**src/rtl/time_set_ctrl_if.sv**
```systemverilog
// time_set_ctrl_if
//   Groups the key inputs, the live-time preload digits and the set-mode
//   outputs of time_set_ctrl into one bundle.
//   Handshake: none. The keys are raw asynchronous levels. The cur_* digits
//   are sampled only on the cycle a mode press leaves RUN. Every output is a
//   plain register that is valid on every cycle.
//   Modports:
//     master - environment side: drives keys and cur_*, observes outputs.
//     slave  - time_set_ctrl side: receives keys and cur_*, drives outputs.
//   dbg_state mirrors the FSM state register: 0 RUN, 1 SET_HOUR, 2 SET_MIN.
interface time_set_ctrl_if;
  logic       key_mode;
  logic       key_inc;
  logic [3:0] cur_hour1;
  logic [3:0] cur_hour0;
  logic [3:0] cur_min1;
  logic [3:0] cur_min0;
  logic       timeSetMode;
  logic [3:0] hour_set1;
  logic [3:0] hour_set0;
  logic [3:0] min_set1;
  logic [3:0] min_set0;
  logic [1:0] set_field;
  logic [1:0] dbg_state;

  modport master (
    output key_mode, key_inc, cur_hour1, cur_hour0, cur_min1, cur_min0,
    input  timeSetMode, hour_set1, hour_set0, min_set1, min_set0,
    input  set_field, dbg_state
  );

  modport slave (
    input  key_mode, key_inc, cur_hour1, cur_hour0, cur_min1, cur_min0,
    output timeSetMode, hour_set1, hour_set0, min_set1, min_set0,
    output set_field, dbg_state
  );
endinterface

```
**src/rtl/time_set_ctrl.sv**
```systemverilog
// time_set_ctrl
//   Set-mode controller for the hour and minute counters. It debounces the
//   raw mode and increment buttons and turns each debounced press into a
//   one-cycle pulse. A three-state FSM (RUN -> SET_HOUR -> SET_MIN -> RUN)
//   then produces the BCD load digits and the timeSetMode load enable.
//   Ports:
//     clk   - system clock; all state updates on the rising edge
//     rst_n - asynchronous active-low reset
//     bus   - time_set_ctrl_if.slave: keys, cur_* preload digits, outputs
//   Parameters:
//     DEBOUNCE_CYCLES - cycles a synchronised key must differ from its
//                       debounced level before the level flips (>= 2)
//     DB_CNT_W        - debounce counter width, 2**DB_CNT_W > DEBOUNCE_CYCLES
//   Key timing: when a raw key is stable high from edge 0, its press pulse
//   is sampled by the FSM at edge DEBOUNCE_CYCLES+3.
module time_set_ctrl #(
  parameter int DEBOUNCE_CYCLES = 20,
  parameter int DB_CNT_W        = 8
) (
  input logic           clk,
  input logic           rst_n,
  time_set_ctrl_if.slave bus
);

  // The level flips on the edge where the counter would reach
  // DEBOUNCE_CYCLES, so the counter compares against one less than that.
  localparam logic [DB_CNT_W-1:0] DB_LAST = DB_CNT_W'(DEBOUNCE_CYCLES - 1);

  typedef enum logic [1:0] {
    ST_RUN      = 2'b00,
    ST_SET_HOUR = 2'b01,
    ST_SET_MIN  = 2'b10
  } state_t;

  // Key index 0 is mode and index 1 is increment.
  logic [1:0]          raw_keys;
  logic [1:0]          sync1_q, sync2_q;
  logic [1:0]          db_q, db_d;
  logic [1:0]          db_dly_q;
  logic [1:0]          press_q;
  logic [DB_CNT_W-1:0] cnt_q [2];
  logic [DB_CNT_W-1:0] cnt_d [2];

  assign raw_keys = {bus.key_inc, bus.key_mode};

  always_comb begin
    for (int i = 0; i < 2; i++) begin
      db_d[i]  = db_q[i];
      cnt_d[i] = '0;
      if (sync2_q[i] != db_q[i]) begin
        if (cnt_q[i] == DB_LAST) begin
          db_d[i] = ~db_q[i];
        end else begin
          cnt_d[i] = cnt_q[i] + 1'b1;
        end
      end
    end
  end

  always_ff @(posedge clk or negedge rst_n) begin
    if (!rst_n) begin
      sync1_q  <= '0;
      sync2_q  <= '0;
      db_q     <= '0;
      db_dly_q <= '0;
      press_q  <= '0;
      cnt_q[0] <= '0;
      cnt_q[1] <= '0;
    end else begin
      sync1_q  <= raw_keys;
      sync2_q  <= sync1_q;
      db_q     <= db_d;
      db_dly_q <= db_q;
      // Rising edge of the debounced level only. A held key never pulses again.
      press_q  <= db_q & ~db_dly_q;
      cnt_q[0] <= cnt_d[0];
      cnt_q[1] <= cnt_d[1];
    end
  end

  logic mode_p, inc_p;
  assign mode_p = press_q[0];
  assign inc_p  = press_q[1];

  // An invalid pair is one with any digit above 9, an hour above 23 or a
  // minute above 59. Such a pair preloads as 0,0.
  logic hour_ok, min_ok;
  assign hour_ok = (bus.cur_hour0 <= 4'd9) &&
                   ((bus.cur_hour1 < 4'd2) ||
                    ((bus.cur_hour1 == 4'd2) && (bus.cur_hour0 <= 4'd3)));
  assign min_ok  = (bus.cur_min1 <= 4'd5) && (bus.cur_min0 <= 4'd9);

  state_t     state_q, state_d;
  logic       tsm_q, tsm_d;
  logic [1:0] field_q, field_d;
  logic [3:0] h1_q, h1_d, h0_q, h0_d, m1_q, m1_d, m0_q, m0_d;

  always_comb begin
    state_d = state_q;
    h1_d    = h1_q;
    h0_d    = h0_q;
    m1_d    = m1_q;
    m0_d    = m0_q;
    unique case (state_q)
      ST_RUN: begin
        if (mode_p) begin
          state_d = ST_SET_HOUR;
          h1_d    = hour_ok ? bus.cur_hour1 : 4'd0;
          h0_d    = hour_ok ? bus.cur_hour0 : 4'd0;
          m1_d    = min_ok  ? bus.cur_min1  : 4'd0;
          m0_d    = min_ok  ? bus.cur_min0  : 4'd0;
        end
      end
      ST_SET_HOUR: begin
        // Mode takes priority, so an inc pulse in the same cycle is dropped.
        if (mode_p) begin
          state_d = ST_SET_MIN;
        end else if (inc_p) begin
          if ((h1_q == 4'd2) && (h0_q == 4'd3)) begin
            h1_d = 4'd0;
            h0_d = 4'd0;
          end else if (h0_q == 4'd9) begin
            h1_d = h1_q + 4'd1;
            h0_d = 4'd0;
          end else begin
            h0_d = h0_q + 4'd1;
          end
        end
      end
      ST_SET_MIN: begin
        if (mode_p) begin
          state_d = ST_RUN;
        end else if (inc_p) begin
          // The 59 -> 00 wrap stays inside the minute pair. It never
          // carries into the hours.
          if (m0_q == 4'd9) begin
            m0_d = 4'd0;
            m1_d = (m1_q == 4'd5) ? 4'd0 : m1_q + 4'd1;
          end else begin
            m0_d = m0_q + 4'd1;
          end
        end
      end
      default: state_d = ST_RUN;
    endcase
    // timeSetMode and set_field are registered copies of the next state. They
    // change on the same edge as the FSM and decode no logic after the flops.
    tsm_d   = (state_d != ST_RUN);
    field_d = state_d;
  end

  always_ff @(posedge clk or negedge rst_n) begin
    if (!rst_n) begin
      state_q <= ST_RUN;
      tsm_q   <= 1'b0;
      field_q <= 2'b00;
      h1_q    <= '0;
      h0_q    <= '0;
      m1_q    <= '0;
      m0_q    <= '0;
    end else begin
      state_q <= state_d;
      tsm_q   <= tsm_d;
      field_q <= field_d;
      h1_q    <= h1_d;
      h0_q    <= h0_d;
      m1_q    <= m1_d;
      m0_q    <= m0_d;
    end
  end

  assign bus.timeSetMode = tsm_q;
  assign bus.set_field   = field_q;
  assign bus.hour_set1   = h1_q;
  assign bus.hour_set0   = h0_q;
  assign bus.min_set1    = m1_q;
  assign bus.min_set0    = m0_q;
  assign bus.dbg_state   = state_q;

endmodule

```
**src/flat_wrapper.sv**
```systemverilog
// flat-port wrapper written by rule: the top's interface ports become plain ports
module time_set_ctrl_flat 
#(
  parameter int DEBOUNCE_CYCLES = 20,
  parameter int DB_CNT_W        = 8
)
  (clk, rst_n, bus_key_mode, bus_key_inc, bus_cur_hour1, bus_cur_hour0, bus_cur_min1, bus_cur_min0, bus_timeSetMode, bus_hour_set1, bus_hour_set0, bus_min_set1, bus_min_set0, bus_set_field, bus_dbg_state);
  time_set_ctrl_if bus_i ();
  input logic clk;
  input logic rst_n;
  input wire logic [$bits(bus_i.key_mode)-1:0] bus_key_mode;
  input wire logic [$bits(bus_i.key_inc)-1:0] bus_key_inc;
  input wire logic [$bits(bus_i.cur_hour1)-1:0] bus_cur_hour1;
  input wire logic [$bits(bus_i.cur_hour0)-1:0] bus_cur_hour0;
  input wire logic [$bits(bus_i.cur_min1)-1:0] bus_cur_min1;
  input wire logic [$bits(bus_i.cur_min0)-1:0] bus_cur_min0;
  output wire logic [$bits(bus_i.timeSetMode)-1:0] bus_timeSetMode;
  output wire logic [$bits(bus_i.hour_set1)-1:0] bus_hour_set1;
  output wire logic [$bits(bus_i.hour_set0)-1:0] bus_hour_set0;
  output wire logic [$bits(bus_i.min_set1)-1:0] bus_min_set1;
  output wire logic [$bits(bus_i.min_set0)-1:0] bus_min_set0;
  output wire logic [$bits(bus_i.set_field)-1:0] bus_set_field;
  output wire logic [$bits(bus_i.dbg_state)-1:0] bus_dbg_state;
  assign bus_i.key_mode = bus_key_mode;
  assign bus_i.key_inc = bus_key_inc;
  assign bus_i.cur_hour1 = bus_cur_hour1;
  assign bus_i.cur_hour0 = bus_cur_hour0;
  assign bus_i.cur_min1 = bus_cur_min1;
  assign bus_i.cur_min0 = bus_cur_min0;
  assign bus_timeSetMode = bus_i.timeSetMode;
  assign bus_hour_set1 = bus_i.hour_set1;
  assign bus_hour_set0 = bus_i.hour_set0;
  assign bus_min_set1 = bus_i.min_set1;
  assign bus_min_set0 = bus_i.min_set0;
  assign bus_set_field = bus_i.set_field;
  assign bus_dbg_state = bus_i.dbg_state;
  time_set_ctrl #(.DEBOUNCE_CYCLES(DEBOUNCE_CYCLES), .DB_CNT_W(DB_CNT_W)) u_core (.clk(clk), .rst_n(rst_n), .bus(bus_i));
endmodule
```
**config.mk**
```make
export PLATFORM = sky130hd
export DESIGN_NAME = time_set_ctrl_flat
export DESIGN_NICKNAME = d
export VERILOG_FILES = /design/src/rtl/time_set_ctrl_if.sv /design/src/rtl/time_set_ctrl.sv /design/src/flat_wrapper.sv
export SDC_FILE = /design/constraint.sdc
export NUM_CORES = 1
export LEC_CHECK = 0
export CAP_MARGIN = 40
export CORE_UTILIZATION = 49
export DETAILED_ROUTE_END_ITERATION = 8
export PLACE_DENSITY = 0.8
export SYNTH_ARGS = -nofsm -noshare
export SYNTH_HDL_FRONTEND = slang
export SYNTH_SLANG_ARGS = --single-unit
```
**constraint.sdc**
```tcl
create_clock -name clk -period 2.4 [get_ports clk]
set_clock_uncertainty 0.05 [all_clocks]
set_input_delay 0.48 -clock clk [delete_from_list [all_inputs] [get_ports clk]]
set_output_delay 0.48 -clock clk [all_outputs]
set_load 0.01 [all_outputs]
```
==> results_dict.tcl <==
set metrics [dict create \
    synth_mux_area_share_pct 2.65 \
    clk_pin_slew_ps 90 \
    min_period_ps 2030 \
    root_buffer "clkbuf_8" \
    critPathMaxFanout 13 \
    cts.repair.resized 0 \
    clock_sinks 45 \
    ff2ff_path_depth 6 \
    regArea_um2 1130 \
    rows 24 \
    drive_gt1_share_pct 8.65 \
    postRouteWirelength_um 4480 \
    cts_buffer_depth 2 \
    dpl.hpwl_um 3270 \
    grt_first_pass_wirelength_um 7710 \
    synth_top_cell_by_area "dfrtp_1" \
    ys_ff_latch 45 \
    timing.fmax_mhz 491 \
    drc 2 \
    synth_xor_area_share_pct 5.68 \
    io_buffers 40 \
    syn2layout_area_growth_pct 23.1 \
    critical_path_buf_inv_count 1 \
    antenna_cells 0 \
    cts_tree "done" \
    powerDensity_nw_per_um2 466 \
    die_h_um 70.7 \
    grt.overflow.total 0 \
    insertion_delay_ps 300 \
    cp-start-kind "flip-flop" \
    yosysWarnings 0 \
    coreArea_um2 4440 \
    synth_edf_count 0 \
    synth_top_family_by_area "simple AND/OR/NAND/NOR gates" \
    netlist_instances 221 \
    ys.flop_type "dfrtp_1" \
    critPathKind "reg2out" \
    drt_iter0_markers 94 \
    maxSlewViolCount 0 \
    crit_family "buffers and inverters" \
    syn_area_um2 2310 \
    grt_pass1_vias 1770 \
    power.leakage_uw 0.00123 \
    setup_viol 0 \
    vias 1790 \
    grt_max_degree 18 \
    run_status "finished, violations left" \
    cp.required_ps 1870 \
    synth_compound_area_share_pct 15.5 \
    cts_buffers 5 \
    ir_drop_uv 296 \
    slowest_delay_ps 620 \
    syn_avg_cell_area_um2 10.5 \
    place_area_um2 2760 \
    synthAdderAreaFrac_pct 3.24 \
    grt_usage_pct 19.3 \
    post-cts-setup-buffers 0 \
    start_util_pct 52.1 \
    crit_path_top_delay_cell "clkdlybuf4s50_1" \
    drtPass1Iterations 8 \
    drv_cap 0 \
    relSlewSlack_pct 63.3 \
    period_share_pct 84.8 \
    fin_setup_tns_ps 0 \
    fin_area_um2 2850 \
    synthSimpleGateAreaFrac_pct 22.2 \
    rsz0062_at_grt "false" \
    rrSetupSlack_ps 370 \
    endpoint_kind "output pin" \
    place_congestion 0.854 \
    synthDistinctLibCells 56 \
    syn-num-nets 247 \
    synth_area_leaders "dfrtp_1, xor2_1, nor2_1" \
    vias_per_cell 5.63 \
    hold_path_class "in2async" \
    synth_top_area_share_pct 48.7 \
    async_flop_share_pct 100 \
    regToRegEndpoint "u_core.bus.hour_set1[1]" \
    final_nets 291 \
    finalHoldViolCount 0 \
    final.fill_count 366 \
    cts_hold_buf 0 \
    violations "DRC" \
    crit_chain "clkdlybuf4s50_1" \
    die_area_um2 5000 \
    ys_seq_area_share_pct 48.7 \
    antenna_left 0 \
    antenna_found_initial 0 \
    routedWlPerCell_um 14.1 \
    crit_arrival_ps 1500 \
    r2r-start "u_core.bus.hour_set1[0]" \
    multi_input_area_um2 1140 \
    tightest_slew_ps 551 \
    cts_max_level 2 \
    io_pins 41 \
    die_w_um 70.7 \
    crit_start "u_core.bus.dbg_state[1]" \
]
==> kinds of logic after synthesis <==
kind of cell,count (synthesis)
fa+ha+maj,6
mux,5
simple gates,88
xor+xnor,15
buf+inv,10
flops,45
compound gates,52
==> cell usage after synthesis (all sizes together) (6+ instances only) <==
library cell / count
nand3: 7
ha: 6
xor2: 12
o21ai: 14
dfrtp: 45
nand2b: 6
and3: 6
nor2: 22
nor2b: 8
nand2: 11
a21oi: 14
nand4: 7
==> cell type report <==
class	instances	share of cell area, %
clock buffer	7	2.68
clock inverter	1	0.264
inverter	4	0.527
multi-input combinational	166	40.0
sequential	45	39.5
tap	52	2.28
timing repair buffer	43	14.7
==> per-layer routing <==
layer / up-vias / global-route usage (%) / routed length (um)
met4: 0 / 6.44 / 47
li1: 886 / - / -
met1: 870 / 23.6 / 2060
met5: - / 0 / 0
met2: 26 / 33.8 / 2240
met3: 8 / 4.56 / 135
==> cell usage in the layout, fill, tap and decap left out, types with 4 or more instances in the layout <==
| master | synthesis | routed |
|---|---|---|
| xor2_1 | 12 | 12 |
| nand3_1 | 7 | 7 |
| nand2b_1 | 6 | 6 |
| nor2b_1 | 8 | 8 |
| and3_1 | 5 | 5 |
| clkbuf_8 | 0 | 5 |
| dfrtp_1 | 45 | 45 |
| a21oi_1 | 14 | 14 |
| nand2_1 | 11 | 11 |
| a21o_1 | 4 | 4 |
| nor2_1 | 21 | 21 |
| clkdlybuf4s50_1 | 0 | 39 |
| inv_1 | 4 | 4 |
| nor4b_1 | 4 | 4 |
| ha_1 | 6 | 6 |
| o21ai_0 | 13 | 13 |
| nand4_1 | 7 | 7 |
==> state kept, by name (all words and copies together), names as in the netlist <==
name,flops
u_core.bus.hour_set0,4
u_core.sync1_q,2
u_core.bus.min_set0,4
u_core.bus.min_set1,4
u_core.press_q,2
u_core.bus.dbg_state,2
u_core.bus.timeSetMode,1
u_core.bus.hour_set1,4
u_core.sync2_q,2
u_core.cnt_q,16
u_core.db_q,2
u_core.db_dly_q,2
==> worst max-delay path by stage <==
stage | cells past startpoint | endpoint | slack [ps]
2_1_floorplan | 6 | u_core.bus.hour_set1[1] | 440
3_3_place_gp | 6 | u_core.bus.hour_set1[1] | 450
3_5_place_dp | 6 | u_core.bus.hour_set1[1] | 410
4_1_cts | 1 | bus_dbg_state[1] | 350
5_1_grt | 1 | bus_dbg_state[1] | 300
6_report | 1 | bus_dbg_state[1] | 370
==> per-stage QoR <==
step           util (%)  setup slack (ps)  instances  hold slack, ps  power [uW]
6_report           64.1               365        318            35.3        1330
5_1_grt            64.1               298        318            56.5        1390
4_1_cts            64.1               347        318            45.4        1340
3_5_place_dp       62.2               408        310             296         885
3_3_place_gp       62.2               454        310             281         882
2_1_floorplan         -               439        221             134         824
==> power by group <==
group / total (uW) / internal, uW / switching [uW]
combinational: 89.5 / 46.5 / 43.0
sequential: 780 / 769 / 10.4
clock: 459 / 206 / 252
total: 1330 / 1020 / 306
Note: power is estimated with default switching activity, not from simulation.
